`src/rtl/scan_config_top.sv`:
```
// Serial scan-configuration port: one 181-bit frame shift register feeding three
// addressed static configuration chains (OSC, RF_ANLG, SUPPLY) for the analog/RF macros.
module scan_config_top #(
  parameter int ADDR_W    = 12,
  parameter int PAYLOAD_W = 169
) (
  input  logic       scan_clk,
  input  logic       scan_reset,
  input  logic       scan_en,
  input  logic       scan_in,
  output logic       scan_out,

  output logic [4:0] SUPPLY_bgr_temp_ctrl,
  output logic [4:0] SUPPLY_bgr_vref_ctrl,
  output logic [4:0] SUPPLY_current_src_left_ctrl,
  output logic [4:0] SUPPLY_current_src_right_ctrl,

  output logic [15:0] OSC_adc_tune_out,
  output logic [15:0] OSC_dig_tune_out,
  output logic [15:0] OSC_rtc_tune_out,
  output logic        OSC_adc_reset,
  output logic        OSC_dig_reset,
  output logic        OSC_rtc_reset,
  output logic [1:0]  OSC_debug_mux_ctl,

  output logic [7:0] RF_ANLG_tuning_trim_g0,
  output logic [9:0] RF_ANLG_vga_gain_ctrl_q,
  output logic [9:0] RF_ANLG_vga_gain_ctrl_i,
  output logic [5:0] RF_ANLG_current_dac_vga_i,
  output logic [5:0] RF_ANLG_current_dac_vga_q,
  output logic [3:0] RF_ANLG_bpf_i_chp0,
  output logic [3:0] RF_ANLG_bpf_i_chp1,
  output logic [3:0] RF_ANLG_bpf_i_chp2,
  output logic [3:0] RF_ANLG_bpf_i_chp3,
  output logic [3:0] RF_ANLG_bpf_i_chp4,
  output logic [3:0] RF_ANLG_bpf_i_chp5,
  output logic [3:0] RF_ANLG_bpf_i_clp0,
  output logic [3:0] RF_ANLG_bpf_i_clp1,
  output logic [3:0] RF_ANLG_bpf_i_clp2,
  output logic [3:0] RF_ANLG_bpf_q_chp0,
  output logic [3:0] RF_ANLG_bpf_q_chp1,
  output logic [3:0] RF_ANLG_bpf_q_chp2,
  output logic [3:0] RF_ANLG_bpf_q_chp3,
  output logic [3:0] RF_ANLG_bpf_q_chp4,
  output logic [3:0] RF_ANLG_bpf_q_chp5,
  output logic [3:0] RF_ANLG_bpf_q_clp0,
  output logic [3:0] RF_ANLG_bpf_q_clp1,
  output logic [3:0] RF_ANLG_bpf_q_clp2,
  output logic [9:0] RF_ANLG_vco_cap_coarse,
  output logic [5:0] RF_ANLG_vco_cap_med,
  output logic [7:0] RF_ANLG_vco_cap_mod,
  output logic       RF_ANLG_vco_freq_reset,
  output logic       RF_ANLG_en_lna,
  output logic       RF_ANLG_en_mix_i,
  output logic       RF_ANLG_en_mix_q,
  output logic       RF_ANLG_en_tia_i,
  output logic       RF_ANLG_en_tia_q,
  output logic       RF_ANLG_en_buf_i,
  output logic       RF_ANLG_en_buf_q,
  output logic       RF_ANLG_en_vga_i,
  output logic       RF_ANLG_en_vga_q,
  output logic       RF_ANLG_en_bpf_i,
  output logic       RF_ANLG_en_bpf_q,
  output logic       RF_ANLG_en_vco_lo,
  output logic [9:0] RF_ANLG_mux_dbg_in,
  output logic [9:0] RF_ANLG_mux_dbg_out
);

  localparam int FRAME_W  = ADDR_W + PAYLOAD_W;
  localparam int OSC_W    = 53;
  localparam int RF_W     = 169;
  localparam int SUPPLY_W = 20;

  localparam logic [ADDR_W-1:0] ADDR_OSC    = ADDR_W'(1);
  localparam logic [ADDR_W-1:0] ADDR_RF     = ADDR_W'(2);
  localparam logic [ADDR_W-1:0] ADDR_SUPPLY = ADDR_W'(3);

  logic [FRAME_W-1:0]   shiftReg_q, shiftReg_d;
  logic                 enDly_q, enDly_d;
  logic [SUPPLY_W-1:0]  supplyCfg_q, supplyCfg_d;
  logic [OSC_W-1:0]     oscCfg_q, oscCfg_d;
  logic [RF_W-1:0]      rfCfg_q, rfCfg_d;

  logic                 commit;
  logic [ADDR_W-1:0]    frameAddr;
  logic [PAYLOAD_W-1:0] payload;

  // A frame commits on the first cycle scan_en is sampled low after being high;
  // only the chain whose address matches is loaded, all others hold.
  always_comb begin
    commit      = enDly_q && !scan_en;
    frameAddr   = shiftReg_q[FRAME_W-1 -: ADDR_W];
    payload     = shiftReg_q[PAYLOAD_W-1:0];
    enDly_d     = scan_en;
    shiftReg_d  = shiftReg_q;
    supplyCfg_d = supplyCfg_q;
    oscCfg_d    = oscCfg_q;
    rfCfg_d     = rfCfg_q;
    if (scan_en) begin
      shiftReg_d = {shiftReg_q[FRAME_W-2:0], scan_in};
    end
    if (commit) begin
      case (frameAddr)
        ADDR_OSC:    oscCfg_d    = payload[OSC_W-1:0];
        ADDR_RF:     rfCfg_d     = payload[RF_W-1:0];
        ADDR_SUPPLY: supplyCfg_d = payload[SUPPLY_W-1:0];
        default:     ;
      endcase
    end
  end

  // Reset clears the partial frame and the edge detector, so an interrupted frame never commits.
  always_ff @(posedge scan_clk) begin
    if (scan_reset) begin
      shiftReg_q  <= '0;
      enDly_q     <= 1'b0;
      supplyCfg_q <= '0;
      oscCfg_q    <= '0;
      rfCfg_q     <= '0;
    end else begin
      shiftReg_q  <= shiftReg_d;
      enDly_q     <= enDly_d;
      supplyCfg_q <= supplyCfg_d;
      oscCfg_q    <= oscCfg_d;
      rfCfg_q     <= rfCfg_d;
    end
  end

  assign scan_out = shiftReg_q[FRAME_W-1];

  assign SUPPLY_bgr_temp_ctrl          = supplyCfg_q[19:15];
  assign SUPPLY_bgr_vref_ctrl          = supplyCfg_q[14:10];
  assign SUPPLY_current_src_left_ctrl  = supplyCfg_q[9:5];
  assign SUPPLY_current_src_right_ctrl = supplyCfg_q[4:0];

  assign OSC_adc_tune_out  = oscCfg_q[52:37];
  assign OSC_adc_reset     = oscCfg_q[36];
  assign OSC_dig_tune_out  = oscCfg_q[35:20];
  assign OSC_dig_reset     = oscCfg_q[19];
  assign OSC_rtc_tune_out  = oscCfg_q[18:3];
  assign OSC_rtc_reset     = oscCfg_q[2];
  assign OSC_debug_mux_ctl = oscCfg_q[1:0];

  // RF fields are packed contiguously from the payload MSB downwards.
  assign RF_ANLG_tuning_trim_g0    = rfCfg_q[168:161];
  assign RF_ANLG_vga_gain_ctrl_q   = rfCfg_q[160:151];
  assign RF_ANLG_vga_gain_ctrl_i   = rfCfg_q[150:141];
  assign RF_ANLG_current_dac_vga_i = rfCfg_q[140:135];
  assign RF_ANLG_current_dac_vga_q = rfCfg_q[134:129];
  assign RF_ANLG_bpf_i_chp0        = rfCfg_q[128:125];
  assign RF_ANLG_bpf_i_chp1        = rfCfg_q[124:121];
  assign RF_ANLG_bpf_i_chp2        = rfCfg_q[120:117];
  assign RF_ANLG_bpf_i_chp3        = rfCfg_q[116:113];
  assign RF_ANLG_bpf_i_chp4        = rfCfg_q[112:109];
  assign RF_ANLG_bpf_i_chp5        = rfCfg_q[108:105];
  assign RF_ANLG_bpf_i_clp0        = rfCfg_q[104:101];
  assign RF_ANLG_bpf_i_clp1        = rfCfg_q[100:97];
  assign RF_ANLG_bpf_i_clp2        = rfCfg_q[96:93];
  assign RF_ANLG_bpf_q_chp0        = rfCfg_q[92:89];
  assign RF_ANLG_bpf_q_chp1        = rfCfg_q[88:85];
  assign RF_ANLG_bpf_q_chp2        = rfCfg_q[84:81];
  assign RF_ANLG_bpf_q_chp3        = rfCfg_q[80:77];
  assign RF_ANLG_bpf_q_chp4        = rfCfg_q[76:73];
  assign RF_ANLG_bpf_q_chp5        = rfCfg_q[72:69];
  assign RF_ANLG_bpf_q_clp0        = rfCfg_q[68:65];
  assign RF_ANLG_bpf_q_clp1        = rfCfg_q[64:61];
  assign RF_ANLG_bpf_q_clp2        = rfCfg_q[60:57];
  assign RF_ANLG_vco_cap_coarse    = rfCfg_q[56:47];
  assign RF_ANLG_vco_cap_med       = rfCfg_q[46:41];
  assign RF_ANLG_vco_cap_mod       = rfCfg_q[40:33];
  assign RF_ANLG_vco_freq_reset    = rfCfg_q[32];
  assign RF_ANLG_en_lna            = rfCfg_q[31];
  assign RF_ANLG_en_mix_i          = rfCfg_q[30];
  assign RF_ANLG_en_mix_q          = rfCfg_q[29];
  assign RF_ANLG_en_tia_i          = rfCfg_q[28];
  assign RF_ANLG_en_tia_q          = rfCfg_q[27];
  assign RF_ANLG_en_buf_i          = rfCfg_q[26];
  assign RF_ANLG_en_buf_q          = rfCfg_q[25];
  assign RF_ANLG_en_vga_i          = rfCfg_q[24];
  assign RF_ANLG_en_vga_q          = rfCfg_q[23];
  assign RF_ANLG_en_bpf_i          = rfCfg_q[22];
  assign RF_ANLG_en_bpf_q          = rfCfg_q[21];
  assign RF_ANLG_en_vco_lo         = rfCfg_q[20];
  assign RF_ANLG_mux_dbg_in        = rfCfg_q[19:10];
  assign RF_ANLG_mux_dbg_out       = rfCfg_q[9:0];

endmodule

```
`config.mk`:
```
export PLATFORM = sky130hd
export DESIGN_NAME = scan_config_top
export DESIGN_NICKNAME = d
export VERILOG_FILES = /design/src/rtl/scan_config_top.sv
export SDC_FILE = /design/constraint.sdc
export NUM_CORES = 1
export LEC_CHECK = 0
export ABC_AREA = 1
export BUFFER_PORTS_ARGS = -buffer_cell sky130_fd_sc_hd__buf_2
export CORE_MARGIN = 1.5
export CORE_UTILIZATION = 48
export DETAILED_ROUTE_END_ITERATION = 6
export PLACE_DENSITY = 0.69
export SYNTH_ARGS = -nofsm -noshare
export SYNTH_HDL_FRONTEND = slang
export SYNTH_SLANG_ARGS = --single-unit
export TNS_END_PERCENT = 5
```
`constraint.sdc`:
```
create_clock -name scan_clk -period 3.3 [get_ports scan_clk]
set_input_delay 0 -clock scan_clk [delete_from_list [all_inputs] [get_ports scan_clk]]
set_output_delay 0 -clock scan_clk [all_outputs]
set_load 0.01 [all_outputs]
```
Yosys cells after proc, flatten, opt, wreduce, memory -nomap -nowiden
Index checks and enable logic that the tools add are counted.
{ "totals": {"regBits": 424, "in_bits": 4, "out_inout_bits": 243, "elab_cells": 13} }
{ "op_classes": {"eq_ne": 3, "n_reduce_logical": 5} }
{ "op_table": {"columns": ["operator", "n"], "rows": [
  ["12-bit by 2-bit == test with 1-bit output (second input constant)", 2],
  ["12-bit by 1-bit == test with 1-bit output (second input constant)", 1],
  ["2-bit AND reduction", 3],
  ["1-bit logical AND", 1],
  ["1-bit logical NOT", 1]
]} }

Logic depth before layout (Yosys ltp)
Gate-level depths: netlist of the first run.
{ "logic_depth": {"ltp_word": 3, "depth_mapped": 9, "depth_no_buf": 7} }

Worst setup path before layout of the first run
Ideal clock, no wire load.
{ "synth_path": {"path_kind": "reg2reg", "startpoint": "register shiftReg_q[180]", "endpoint": "register rfCfg_q[11]", "setup_ns": 0.115, "t_arrival_ns": 1.173, "t_required_ns": 3.185, "setup_slack_ns": 2.012, "path_stages_with_launch": 9, "n_path_buf": 2, "period_less_slack_ns": 1.288, "cell_sequence": "dfxtp_1 -> nor2_1 -> nand2_1 -> nor2_2 -> buf_2 -> buf_2 -> nand3_1 -> nand2_1 -> nor2_1"} }
{ "synth_via": {"elab_chain_cells": 2} }
{ "synth_rtl": {"columns": ["element", "line_no", "source"], "rows": [
  ["from (decl)", "78", "logic [FRAME_W-1:0] shiftReg_q, shiftReg_d;"],
  ["from (signal assigned)", "121", "shiftReg_q <= shiftReg_d;"],
  ["12-bit by 2-bit == test with 1-bit output", "103", "case (frameAddr)"],
  ["2-bit AND reduction (no source line)", null, null],
  ["to (signal assigned)", "125", "rfCfg_q <= rfCfg_d;"],
  ["to (decl)", "82", "logic [RF_W-1:0] rfCfg_q, rfCfg_d;"]
]} }
Every way passes these cells.
A chain may end at the register's enable or synchronous reset.

Final worst setup path of the first run
{ "layout_path": {"startpoint": "register shiftReg_q[179]", "endpoint": "register rfCfg_q[144]"} }
The elaborated chain is that of the path after synthesis.

==> impl_metrics.json, run 1 <==
{
  "ys_warn_count": 0,
  "ios": 247,
  "dpl.hpwl_um": 21100,
  "worst_r2r_path_depth": 7,
  "p_comb_frac": 0.071,
  "status": "completed",
  "cp-start-kind": "register",
  "drtPass1Iterations": 5,
  "cts_resized": 0,
  "drt_iter0_drc": 1017,
  "cp.depth": 7,
  "fin_util": 0.563,
  "die_y_um": 187,
  "io_buffers": 246,
  "netlist_instances": 2149,
  "path_max_fanout": 78,
  "max_stage_delay_ns": 0.68,
  "numCtsBuffers": 45,
  "synth-seq-cells": 424,
  "rows": 67,
  "grt_pass1_vias": 12600,
  "root_buffer": "clkbuf_16",
  "syn_area_um2": 16300,
  "pwr-share-seq": 0.483,
  "max_slew_margin": 0.251,
  "cp_slowest_cell": "buf_4",
  "hold_viol": 0,
  "wl_per_cell_um": 13.2,
  "worst_pin_slew_ns": 1.12,
  "clock-sinks": 424,
  "place_ws_ns": 1.38,
  "start_util": 0.486,
  "cpLargestDelayFamily": "simple AND/OR/NAND/NOR gates",
  "routabilityCongestion": 0.751,
  "powerDensity_nw_per_um2": 588,
  "cts_tree": "built",
  "area_growth_pct": 15.8,
  "grt_first_pass_wirelength_um": 60600,
  "cp.required_ns": 3.73,
  "end_kind": "register",
  "core-area_um2": 33400,
  "switchingPower_mw": 2.61,
  "fmax_mhz": 514,
  "final.setup_skew_ns": 0.0108,
  "ys_types": 17,
  "fin_hold_ws_ns": 0.0582,
  "grt_remaining_overflow": 0,
  "finalCritPeriodShare": 0.589,
  "ant_nets": 0,
  "insertion_delay_ns": 0.53,
  "final_max_slew_viol_count": 0,
  "period_minus_slack_ns": 1.94,
  "setup_ws_ns": 1.36,
  "grt_usage": 0.201,
  "antennaDiodeCount": 0,
  "path_cells": "nor2_1 > nand2_1 > nor2_4 > buf_4 > nand3_1 > nand2_1 > nor2_1",
  "p_int_mw": 8.47,
  "die_x_um": 187,
  "h-tree-depth": 2,
  "nets": 2273,
  "drv_cap": 0,
  "clkPwrFrac": 0.447,
  "clkSlewWorstSetupHoldPaths_ns": 0.06,
  "syn-num-nets": 2153,
  "p_sw_frac": 0.235,
  "finalSetupTns_ns": 0,
  "via_per_inst": 5.12,
  "min_path_cells": 2,
  "clockBufferDepth": 3,
  "cellLeakagePower_nw": 8.05,
  "peakVddDrop_v": 0.000299,
  "synth_seq_area_share": 0.522,
  "final_layout_size_suffix_gt1_frac": 0.145,
  "grt_antenna_before_repair": 0,
  "cp_num_buf_inv": 1,
  "drc": 0,
  "num_vias": 14100,
  "crit_type": "reg -> reg",
  "syn_area_per_cell_um2": 7.57,
  "hold_class": "in -> reg",
  "rsz0062_at_grt": "no",
  "setup_viol": 0,
  "drt-total-wl_um": 36300,
  "dieArea_um2": 35000,
  "critPathArrivalTime_ns": 2.37,
  "grt_max_degree": 249
}
-- path summary, 6_finish.rpt --
check                                      from              end  slack, ns
worst min-delay path                    scan_en  shiftReg_q[168]       0.06
worst max register to register  shiftReg_q[179]     rfCfg_q[144]       1.36
worst max-delay path            shiftReg_q[179]     rfCfg_q[144]       1.36
worst min register to register  shiftReg_q[121]  shiftReg_q[122]       0.47
-- power groups by stage --
stage	registers (mW)	logic, mW	clock network (mW)
floorplan	5.45	0.649	0
global placement	5.45	0.761	0
detailed placement	5.46	0.774	0
CTS	5.35	0.781	5.07
global route	5.36	0.891	5.29
finish	5.35	0.781	4.95
-- synth_stat cells (all sizes together) --
cell,count,area share
o21ai,180,0.055
dfxtp,424,0.52
inv,174,0.040
a211oi,1,0.00046
nor2,271,0.064
nand2,251,0.058
buf,128,0.043
a21oi,413,0.13
clkbuf,63,0.015
clkinv,2,0.00046
nand3,242,0.074
-- metrics by stage --
| stage | cells | area [um2] | power (mW) |
|---|---|---|---|
| 2_1_floorplan | 2149 | 16300 | 6.09 |
| 3_3_place_gp | 2668 | 17400 | 6.21 |
| 3_5_place_dp | 2668 | 17400 | 6.23 |
| 4_1_cts | 2747 | 18800 | 11.2 |
| 5_1_grt | 2747 | 18800 | 11.5 |
| 6_report | 2747 | 18800 | 11.1 |
-- layout make-up --
class                      count  area, um2
clock buffer                  67       1290
clock inverter                10        153
fill                        3215      14600
inverter                     176        668
multi-input combinational   1358       6180
sequential                   424       8490
tap                          448        561
timing repair buffer         264       1490
-- state kept, by name, indices dropped and copies added, names as in the netlist --
register and cells:
supplyCfg_q 20, enDly_q 1, rfCfg_q 169, oscCfg_q 53, shiftReg_q 181
-- what timing repair did --
item	4_1_cts	5_1_grt
setup buffers	0	0
endpoints found under the hold margin	3	0
hold buffers	2	0
-- logic make-up (layout without fill, tap and decap cells) --
family,count (synthesis),count (layout),synth area share
flip-flops,424,424,0.522
AND/OR/NAND/NOR,764,764,0.197
AO/OA/AOI/OAI,594,594,0.183
buffers and inverters,367,517,0.0985
-- cell usage in the layout, fill, tap and decap left out, types with 2 or more instances in the layout --
master,n
a21oi_1,413
inv_2,2
dlygate4sd3_1,2
nand2_1,251
nor2_4,4
clkbuf_1,14
inv_1,172
clkinv_2,5
nor2_1,266
nand3_1,242
dfxtp_1,424
buf_4,7
buf_12,9
bufinv_16,4
buf_2,245
o21ai_0,180
clkbuf_16,45
clkbuf_8,9
-- worst reg2reg max path, cell delays in order, from the launching register on --
cell and delay, ns:
dfxtp_1 0.32, nor2_1 0.10, nand2_1 0.09, nor2_4 0.31, buf_4 0.68, nand3_1 0.19
nand2_1 0.11, nor2_1 0.04
-- per-layer routing --
metal | vias to the layer above | global-route usage | routed length, um
met5 | - | 0 | 0
met4 | 0 | 0.0543 | 715
met3 | 53 | 0.0356 | 1710
met2 | 292 | 0.328 | 16800
met1 | 6460 | 0.276 | 17100
li1 | 7259 | - | -
Note: power is estimated with default switching activity, not from simulation.
==> run 2, diff against run 1 <==
--- a/config.mk
+++ b/config.mk
@@ -10,7 +10,7 @@
 export CORE_MARGIN = 1.5
 export CORE_UTILIZATION = 48
 export DETAILED_ROUTE_END_ITERATION = 6
-export PLACE_DENSITY = 0.69
+export PLACE_DENSITY = 0.72
 export SYNTH_ARGS = -nofsm -noshare
 export SYNTH_HDL_FRONTEND = slang
 export SYNTH_SLANG_ARGS = --single-unit
==> constraint.sdc (replaced) <==
create_clock -name scan_clk -period 1.7 [get_ports scan_clk]
set_input_delay 0 -clock scan_clk [delete_from_list [all_inputs] [get_ports scan_clk]]
set_output_delay 0 -clock scan_clk [all_outputs]
set_load 0.01 [all_outputs]
==> run 2 against run 1 <==
  * Core utilization increased by 1.7 points
  * Via count increased by 1.2%
  * Clock-buffer cell count decreased by 4
  * Wire length increased by 3.4%
  * Non-clock buffer count increased by 34
  * Critical path depth increased by 1
  * Design area increased by 3.0%
  * Highest routed layer unchanged
==> impl_metrics.json, run 2 (synthesis gave the netlist of run 1 again) <==
{
  "wl_per_cell_um": 13.5,
  "layout_common_cells": "dfxtp_1, a21oi_1, nor2_1, nand2_1, buf_2",
  "status": "completed",
  "cp.required_ns": 2.12,
  "cpLargestDelayFamily": "simple AND/OR/NAND/NOR gates",
  "place_ws_ns": 0.175,
  "grt_pass1_vias": 12400,
  "cellLeakagePower_nw": 8.32,
  "numCtsBuffers": 44,
  "max_stage_delay_ns": 0.32,
  "peakVddDrop_v": 0.000740,
  "cpMostUsedCell": "nor2_1",
  "ant_nets": 0,
  "largest_reg_flops": 181,
  "rsz0062_at_grt": "no",
  "grt_antenna_before_repair": 1,
  "powerDensity_nw_per_um2": 1130,
  "setup_ws_ns": 0.137,
  "final_layout_size_suffix_gt1_frac": 0.158,
  "cp-start-kind": "register",
  "ios": 247,
  "clockBufferDepth": 3,
  "insertion_delay_ns": 0.54,
  "clock-sinks": 424,
  "worst_pin_slew_ns": 0.431,
  "grt_remaining_overflow": 0,
  "final_common_cell": "dfxtp_1",
  "top_register": "shiftReg_q",
  "crit_start": "shiftReg_q[172]",
  "critPathArrivalTime_ns": 1.98,
  "grt_max_degree": 92,
  "reg_top3": "shiftReg_q: 181 flops, rfCfg_q: 169 flops, oscCfg_q: 53 flops",
  "grt_first_pass_wirelength_um": 60800,
  "max_slew_margin": 0.712,
  "cp_num_buf_inv": 3,
  "finalCritPeriodShare": 0.919,
  "placed_area_um2": 17800,
  "routabilityCongestion": 0.775,
  "die_x_um": 187,
  "n_fill_cell": 3085,
  "crit_end": "rfCfg_q[21]",
  "area_growth_pct": 19.2,
  "crit_type": "reg -> reg",
  "h-tree-depth": 2,
  "hold_class": "in -> reg",
  "path_cells": "nor2_1 > inv_2 > nor2_4 > buf_4 > buf_12 > nand3_1 > nand2_1 > nor2_1",
  "path_max_fanout": 53,
  "cp.depth": 8,
  "hold_viol": 0,
  "design_area_um2": 19400,
  "drt_iter0_drc": 1024,
  "final.setup_skew_ns": 0.0176,
  "r2r_setup_slack_ns": 0.14,
  "start_util": 0.486,
  "drt-total-wl_um": 37500,
  "num_vias": 14200,
  "fmax_mhz": 640,
  "dpl.hpwl_um": 23100,
  "via_per_inst": 5.12,
  "io_buffers": 246,
  "final_max_slew_viol_count": 0,
  "power_mw": 21.8,
  "cp_slowest_cell": "dfxtp_1",
  "drc": 0,
  "fin_hold_ws_ns": 0.293,
  "drtPass1Iterations": 5,
  "grt_usage": 0.204,
  "cts_tree": "built",
  "root_buffer": "clkbuf_16",
  "period_minus_slack_ns": 1.56,
  "r2r-end": "rfCfg_q[21]",
  "setup_viol": 0,
  "clkSlewWorstSetupHoldPaths_ns": 0.06,
  "nets": 2306,
  "finalSetupTns_ns": 0,
  "end_kind": "register",
  "worst_r2r_path_depth": 8,
  "timing.rr.start": "shiftReg_q[172]",
  "core-area_um2": 33400,
  "rows": 67,
  "dieArea_um2": 35000,
  "drv_cap": 0,
  "die_y_um": 187
}
[run 2: cell types whose count changed in the layout (fill, tap and decap cells not counted), sizes merged]
cell,change
buf,+31
clkbuf,-3
clkinv,-2
diode,+1
dlygate4sd3,+2
inv,+2
[run 2: routing by layer]
metal | vias up | part of all wire | global-route usage
met2 | 321 | 0.46 | 0.331
met4 | 0 | 0.027 | 0.0710
met5 | - | 0 | 0
met3 | 70 | 0.052 | 0.0371
li1 | 7335 | - | -
met1 | 6500 | 0.46 | 0.274
[run 2: tightest hold or removal path, stage by stage]
cell and delay (ns):
dlygate4sd3_1 0.53, buf_2 0.10, o21ai_0 0.07, a21oi_1 0.10
[run 2: report_power, final]
group          switching, mW  internal (mW)  total (mW)
Combinational           1.20          0.582        1.78
Sequential             0.142           10.2        10.4
Clock                   3.80           5.87        9.67
Total                   5.14           16.7        21.8
[run 2: timing repair]
item | in CTS | in global routing
hold buffers | 4 | 0
gates resized for setup | 0 | 3
endpoints found under the setup margin | 0 | 13
endpoints found under the hold margin | 70 | 0
buffers inserted | 0 | 1
[run 2: how the worst min path moves through the flow]
stage                    start              end  slack (ns)  cells after the start
CTS                    scan_in    shiftReg_q[0]        0.29                      4
global placement    scan_reset  shiftReg_q[169]        0.27                      2
floorplan           scan_reset          enDly_q        0.07                      1
finish                 scan_in    shiftReg_q[0]        0.29                      4
global route        scan_reset  shiftReg_q[169]        0.30                      3
detailed placement  scan_reset          enDly_q        0.28                      2
[run 2: cell type report]
class                           count  area, um2  area share
Inverter                          176        668      0.0345
Multi-Input combinational cell   1358       6180       0.319
Tap cell                          448        561      0.0289
Clock buffer                       63       1290      0.0667
Timing Repair Buffer              298       2030       0.105
Antenna cell                        1       2.50    0.000129
Sequential cell                   424       8490       0.438
Clock inverter                     10        160     0.00826
[run 2: metrics by stage]
step / util / cells
2_1_floorplan: - / 2149
3_3_place_gp: 0.533 / 2697
3_5_place_dp: 0.533 / 2697
4_1_cts: 0.577 / 2774
5_1_grt: 0.580 / 2778
6_report: 0.580 / 2778
